[src/rtl/tx_sched_pkg.sv]
// tx_sched_pkg: shared types and constants for the TX message scheduler.
// FSM state encoding, requester bit positions inside the 3-bit request and
// ack vectors, the default message length and the fixed-priority helper.
package tx_sched_pkg;

  typedef enum logic [2:0] {
    S_IDLE      = 3'd0,
    S_GRANT     = 3'd1,
    S_STROBE    = 3'd2,
    S_SETTLE    = 3'd3,
    S_SEND      = 3'd4,
    S_WAIT_DONE = 3'd5,
    S_FINISH    = 3'd6,
    S_GAP       = 3'd7
  } state_t;

  // Requester bit positions in request, clear, grant and ack vectors.
  localparam int CTRL = 2;
  localparam int INIT = 1;
  localparam int NORM = 0;

  // Bytes per message, trailing line feed included.
  localparam int MSG_LEN_DEF = 35;

  // Fixed priority CONTROL > INITIAL > NORMAL, one-hot result.
  function automatic logic [2:0] prio_onehot(input logic [2:0] p);
    logic [2:0] g;
    g = 3'b000;
    if (p[CTRL])      g[CTRL] = 1'b1;
    else if (p[INIT]) g[INIT] = 1'b1;
    else if (p[NORM]) g[NORM] = 1'b1;
    return g;
  endfunction

endpackage

[src/rtl/tx_req_arbiter.sv]
// tx_req_arbiter: sticky pending bits per requester plus fixed-priority grant.
// A request pulse sets its bit; a clear removes it. A request arriving in the
// same cycle as its own clear wins, so a request is never dropped.
module tx_req_arbiter
  import tx_sched_pkg::*;
(
  input  logic       clk,
  input  logic       reset,
  input  logic [2:0] i_req,
  input  logic [2:0] i_clr,
  output logic [2:0] o_grant
);

  logic [2:0] r_pend;

  // Pending bits: merge repeated pulses, drop a bit only on its clear.
  always_ff @(posedge clk or negedge reset) begin
    if (!reset) r_pend <= 3'b000;
    else        r_pend <= (r_pend & ~i_clr) | i_req;
  end

  assign o_grant = prio_onehot(r_pend);

endmodule

[src/rtl/tx_msg_sched.sv]
// tx_msg_sched: picks one pending message request, walks the message memory
// byte by byte and hands each byte to the UART, then enforces an idle gap.
// Optional feature macro: TX_SCHED_TIMEOUT_EN (abort a byte wait after
// TIMEOUT_CYC cycles and flag it on oERR).
//
// Handshakes: iREQ_* are single-cycle pulses latched as pending until that
// requester's oACK bit pulses (one cycle, in FINISH). Each byte is a
// oUART_START pulse with oUART_DATA valid in the same cycle; the UART answers
// with one iUART_DONE pulse, which is only honoured in WAIT_DONE.
module tx_msg_sched
  import tx_sched_pkg::*;
#(
  parameter int MSG_LEN     = MSG_LEN_DEF,
  parameter int GAP_CYC     = 4,
  parameter int TIMEOUT_CYC = 50000
) (
  input  logic       clk,
  input  logic       reset,
  input  logic       iREQ_CONTROL,
  input  logic       iREQ_INITIAL,
  input  logic       iREQ_NORMAL,
  input  logic [7:0] iRATE,
  input  logic [7:0] iTX_DATA_MEM,
  input  logic       iUART_DONE,
  output logic       oTX_START_CONTROL,
  output logic       oTX_INITIAL,
  output logic       oTX_NORMAL,
  output logic       oTX_RATE_STATE,
  output logic       oFINISH,
  output logic [7:0] oRATE,
  output logic       oUART_START,
  output logic [7:0] oUART_DATA,
  output logic [2:0] oACK,
  output logic       oBUSY,
  output logic       oERR,
  output logic [2:0] oDBG_STATE
);

  localparam logic [5:0]  CNT_LAST = 6'(MSG_LEN - 1);
  localparam logic [15:0] GAP_LAST = 16'(GAP_CYC - 1);
  localparam logic [15:0] TO_LAST  = 16'(TIMEOUT_CYC - 1);

  state_t      r_state;
  state_t      w_next;
  logic [2:0]  r_sel;
  logic [7:0]  r_rate;
  logic [7:0]  r_data;
  logic [5:0]  r_cnt;
  logic [15:0] r_gap;
  logic [2:0]  w_req;
  logic [2:0]  w_clr;
  logic [2:0]  w_grant;
  logic        w_timeout;

  assign w_req = {iREQ_CONTROL, iREQ_INITIAL, iREQ_NORMAL};
  // The served requester is released (and acked) in FINISH, timeout or not.
  assign w_clr = (r_state == S_FINISH) ? r_sel : 3'b000;

  tx_req_arbiter u_arb (
    .clk     (clk),
    .reset   (reset),
    .i_req   (w_req),
    .i_clr   (w_clr),
    .o_grant (w_grant)
  );

`ifdef TX_SCHED_TIMEOUT_EN
  logic [15:0] r_to;
  logic        r_to_hit;

  // Counts cycles since the current byte's start; 1 in the first WAIT_DONE cycle.
  always_ff @(posedge clk or negedge reset) begin
    if (!reset)                        r_to <= 16'd0;
    else if (r_state == S_SEND)        r_to <= 16'd1;
    else if (r_state == S_WAIT_DONE)   r_to <= r_to + 16'd1;
    else                               r_to <= 16'd0;
  end

  // A done pulse in the expiry cycle still counts as a normal completion.
  assign w_timeout = (r_state == S_WAIT_DONE) && !iUART_DONE && (r_to == TO_LAST);

  // Remembers that the FINISH being entered is an abort.
  always_ff @(posedge clk or negedge reset) begin
    if (!reset) r_to_hit <= 1'b0;
    else        r_to_hit <= w_timeout;
  end

  assign oERR = (r_state == S_FINISH) && r_to_hit;
`else
  logic w_unused_to;
  assign w_timeout   = 1'b0;
  assign oERR        = 1'b0;
  assign w_unused_to = ^TO_LAST;
`endif

  // State register.
  always_ff @(posedge clk or negedge reset) begin
    if (!reset) r_state <= S_IDLE;
    else        r_state <= w_next;
  end

  // Next-state logic; arbitration is only looked at in IDLE.
  always_comb begin
    w_next = r_state;
    case (r_state)
      S_IDLE:      if (|w_grant) w_next = S_GRANT;
      S_GRANT:     w_next = S_STROBE;
      S_STROBE:    w_next = S_SETTLE;
      S_SETTLE:    w_next = S_SEND;
      S_SEND:      w_next = S_WAIT_DONE;
      S_WAIT_DONE: begin
        if (iUART_DONE)     w_next = (r_cnt == CNT_LAST) ? S_FINISH : S_STROBE;
        else if (w_timeout) w_next = S_FINISH;
      end
      S_FINISH:    w_next = (GAP_CYC == 0) ? S_IDLE : S_GAP;
      S_GAP:       if (r_gap == GAP_LAST) w_next = S_IDLE;
      default:     w_next = S_IDLE;
    endcase
  end

  // Datapath: select and rate captured on the grant edge, byte counter,
  // outgoing byte capture after the memory settle cycle, gap counter.
  always_ff @(posedge clk or negedge reset) begin
    if (!reset) begin
      r_sel  <= 3'b000;
      r_rate <= 8'h00;
      r_data <= 8'h00;
      r_cnt  <= 6'd0;
      r_gap  <= 16'd0;
    end else begin
      case (r_state)
        S_IDLE: begin
          if (w_next == S_GRANT) begin
            r_sel  <= w_grant;
            r_rate <= iRATE;
          end
        end
        S_GRANT:     r_cnt  <= 6'd0;
        S_SETTLE:    r_data <= iTX_DATA_MEM;
        S_WAIT_DONE: if (iUART_DONE) r_cnt <= r_cnt + 6'd1;
        S_FINISH: begin
          r_sel <= 3'b000;
          r_gap <= 16'd0;
        end
        S_GAP:       r_gap <= r_gap + 16'd1;
        default:     ;
      endcase
    end
  end

  assign oTX_START_CONTROL = r_sel[CTRL];
  assign oTX_INITIAL       = r_sel[INIT];
  assign oTX_NORMAL        = r_sel[NORM];
  assign oTX_RATE_STATE    = (r_state == S_STROBE);
  assign oUART_START       = (r_state == S_SEND);
  assign oFINISH           = (r_state == S_FINISH);
  assign oACK              = w_clr;
  assign oBUSY             = (r_state != S_IDLE);
  assign oRATE             = r_rate;
  assign oUART_DATA        = r_data;
  assign oDBG_STATE        = r_state;

endmodule
[config.mk]
export PLATFORM = sky130hd
export DESIGN_NAME = tx_msg_sched
export DESIGN_NICKNAME = d
export VERILOG_FILES = /design/src/rtl/tx_sched_pkg.sv /design/src/rtl/tx_req_arbiter.sv /design/src/rtl/tx_msg_sched.sv
export SDC_FILE = /design/constraint.sdc
export NUM_CORES = 1
export LEC_CHECK = 0
export BUFFER_PORTS_ARGS = -buffer_cell sky130_fd_sc_hd__buf_2
export CELL_PAD_IN_SITES_DETAIL_PLACEMENT = 1
export CELL_PAD_IN_SITES_GLOBAL_PLACEMENT = 1
export CORE_MARGIN = 1.5
export CORE_UTILIZATION = 37
export DETAILED_ROUTE_END_ITERATION = 6
export PLACE_DENSITY = 0.8
export SYNTH_ARGS = -nofsm -noshare
export SYNTH_HDL_FRONTEND = slang
export SYNTH_HIERARCHICAL = 1
export SYNTH_SLANG_ARGS = --single-unit
export TNS_END_PERCENT = 20
[constraint.sdc]
create_clock -name clk -period 1.7 [get_ports clk]
set_input_delay 0.085 -clock clk [delete_from_list [all_inputs] [get_ports clk]]
set_output_delay 0.085 -clock clk [all_outputs]
set_load 0.01 [all_outputs]
==> run summary <==
Syn-to-layout area delta -> 35.7%
Final setup violating endpoints -> 0
Placer Congestion -> 0.822
Largest area contributor in the netlist -> dfrtp_1
P_leak -> 1.51 nW
Critical path capture point type -> flip-flop
Data required, critical path -> 1940 ps
Ports -> 52
Total CTS buffers -> 5
CTS tree -> done
Place WS -> 28.8 ps
Post-synthesis cell area -> 2400 um2
Max-slew violations -> 0
Largest cells by area after synthesis -> dfrtp_1, mux2_1, nand2_1, mux2_2, a22o_1
Final Util -> 51.6%
Final ANT Viol Nets -> 0
Yosys warning count -> 6
Drt via density -> 5.46
Final Critical Period -> 1680 ps
Final WS setup -> 15.4 ps
Hold WS -> 5.94 ps
Synth unique cells -> 43
Clock transition at path regs -> 100 ps
Gr usage total -> 20.8%
Worst Path Max Fanout -> 3
Fraction of layout cells with a size suffix above 1 -> 36.3%
Worst min path class -> input pin to flip-flop
DRC viols -> 0
Yosys top cell area share -> 49.0%
Worst-Skew Late Latency -> 310 ps
Worst VDD drop -> 800 uV
Core Region -> 6310 um2
Slew HR -> 52.1%
Final net count -> 346
DP HPWL -> 4360 um
Die area -> 6980 um2
Synth Flop Type -> dfrtp_1
Crit path launch type -> flip-flop
Layout Skew -> 6.97 ps
Post-synth ARST share -> 100%
Most common cell in the netlist -> dfrtp_1
CP arrival -> 1920 ps
Initial antenna violation count -> 0
Global-route wire length before repair -> 11600 um
Pre-Repair DR Iteration Count -> 4
Final wirelength -> 7180 um
Fillcell total -> 733
Die extent in y -> 83.5 um
Initial core utilization -> 38.0%
Clock Path Buffers -> 2
CTS sink cnt -> 47
Seq/Total Area, Yosys -> 49.0%
Largest net degree at the start of global routing -> 32
Synthesis-stage register bit count -> 47
Number of global-route vias before repair -> 2350
Max-cap violations -> 0
Antenna cell count -> 0
Drt wl/cell -> 18.0 um
CTS root buf -> clkbuf_8
Crit-path cells -> nand4_1 > or3_1 > or4_1 > a21oi_1
FP Rows -> 29
Total negative setup slack -> 0 ps
Syn Area/Cell -> 10.3 um2
Max Freq -> 594 MHz
Count of input and output buffers -> 50
Cells after Synth -> 234
Cell Pwr Density -> 1580 nW/um2
H-tree levels -> 2
Worst-margin pin slew -> 718 ps
Total nets after synthesis -> 259
Post-route cell area -> 3260 um2
Status -> finished clean
CP Buf/Inv Count -> 0
Slowest cell on the critical path -> or4_1
Die X -> 83.5 um
Starting DRT DRC Count -> 110
Top cells by count, synth -> dfrtp_1, nand2_1, nor2_1
Worst path max stage delay -> 420 ps
Final period utilization -> 99.1%
Via Count -> 2178
GRT overflow -> 0
Critical path's top delay family -> simple AND/OR/NAND/NOR gates
EDFF count, synth -> 0
Final hold vios -> 0
Cell Area, Placed -> 2860 um2
CP Class -> flip-flop to flip-flop
RSZ-0062 raised after global routing -> true
area by class of cell:
cell class | count | area (um2) | area share (%)
sequential | 47 | 1180 | 36.3
inverter | 6 | 22.5 | 0.692
clock buffer | 5 | 68.8 | 2.11
clock inverter | 3 | 47.5 | 1.46
tap | 77 | 96.3 | 2.96
timing repair buffer | 97 | 669 | 20.6
multi-input combinational | 164 | 1170 | 35.9
logic make-up after synthesis:
| kind of cell | synth area share (%) |
|---|---|
| AND/OR/NAND/NOR | 21.0 |
| flip-flops | 49.0 |
| AO/OA/AOI/OAI | 10.8 |
| multiplexers | 11.8 |
| buffers and inverters | 4.59 |
| adder cells (fa/ha/maj) | 1.56 |
| XOR/XNOR | 1.10 |
| other | 0.156 |
registers in the layout, summed over array words and instances, names as in the netlist:
signal and cells:
oDBG_STATE 3, oRATE 8, oUART_DATA 8, r_cnt 6, r_gap 16, r_sel 3, u_arb/r_pend 3
what timing repair did:
action / 4_1_cts / 5_1_grt
endpoints found under the hold margin: 43 / 0
setup endpoints to repair: 3 / 21
hold buffers: 15 / 0
buffers inserted: 2 / 9
pin swaps: 1 / 3
resized for setup: 0 / 13
power breakdown:
| part | internal, W | total, W | switching [W] | leakage (nW) |
|---|---|---|---|---|
| sequential | 0.00152 | 0.00190 | 0.000377 | 0.566 |
| clock | 0.000446 | 0.000862 | 0.000415 | 0.0587 |
| combinational | 0.00113 | 0.00238 | 0.00125 | 0.886 |
routing by layer:
metal	routed length [um]	share of wire [%]	up-vias	global-route usage [%]
li1	-	-	1016	-
met1	2960	41	1092	24.5
met2	3780	53	52	37.3
met3	258	3.6	18	3.86
met4	178	2.5	0	8.05
met5	0	0	-	0
placed cells by master, fill, tap and decap left out, types with 2 or more instances in the layout:
master,synthesis,routed
nand4_1,7,7
nand2_1,24,23
clkbuf_8,0,5
mux2_2,7,7
nor2_1,16,15
nand2b_1,3,3
o21ai_0,6,6
a22o_1,8,8
and2_4,0,3
mux2_1,12,12
dfrtp_2,0,5
buf_12,0,2
a21o_1,5,5
dfrtp_1,47,42
and4_1,2,2
nand3_1,7,6
a21oi_1,5,5
dlygate4sd3_1,0,15
ha_1,3,2
xnor2_1,3,3
nor3b_1,2,2
a31oi_1,2,2
mux2i_1,7,7
inv_1,5,5
buf_4,5,29
o21ai_1,6,6
nor4_1,8,6
nor3_1,7,7
or4_1,4,3
nor4b_1,2,2
buf_2,4,50
through the flow:
stage	std cells	power (W)
2_1_floorplan	234	0.00322
3_3_place_gp	365	0.00393
3_5_place_dp	365	0.00404
4_1_cts	390	0.00498
5_1_grt	399	0.00548
6_report	399	0.00514
worst paths after layout:
| kind | from | endpoint | slack (ps) | depth (start not counted) |
|---|---|---|---|---|
| setup / recovery | r_gap[12] | r_gap[15] | 20 | 4 |
| setup reg to reg | r_gap[12] | r_gap[15] | 20 | 4 |
| min in group asynchronous | reset | r_gap[14] | 360 | 2 |
| hold / removal | iTX_DATA_MEM[0] | oUART_DATA[0] | 6 | 2 |
| hold reg to reg | u_arb/r_pend[0] | u_arb/r_pend[0] | 490 | 1 |
| max in group asynchronous | reset | r_gap[3] | 710 | 3 |
(Power assumes the default switching activity.)
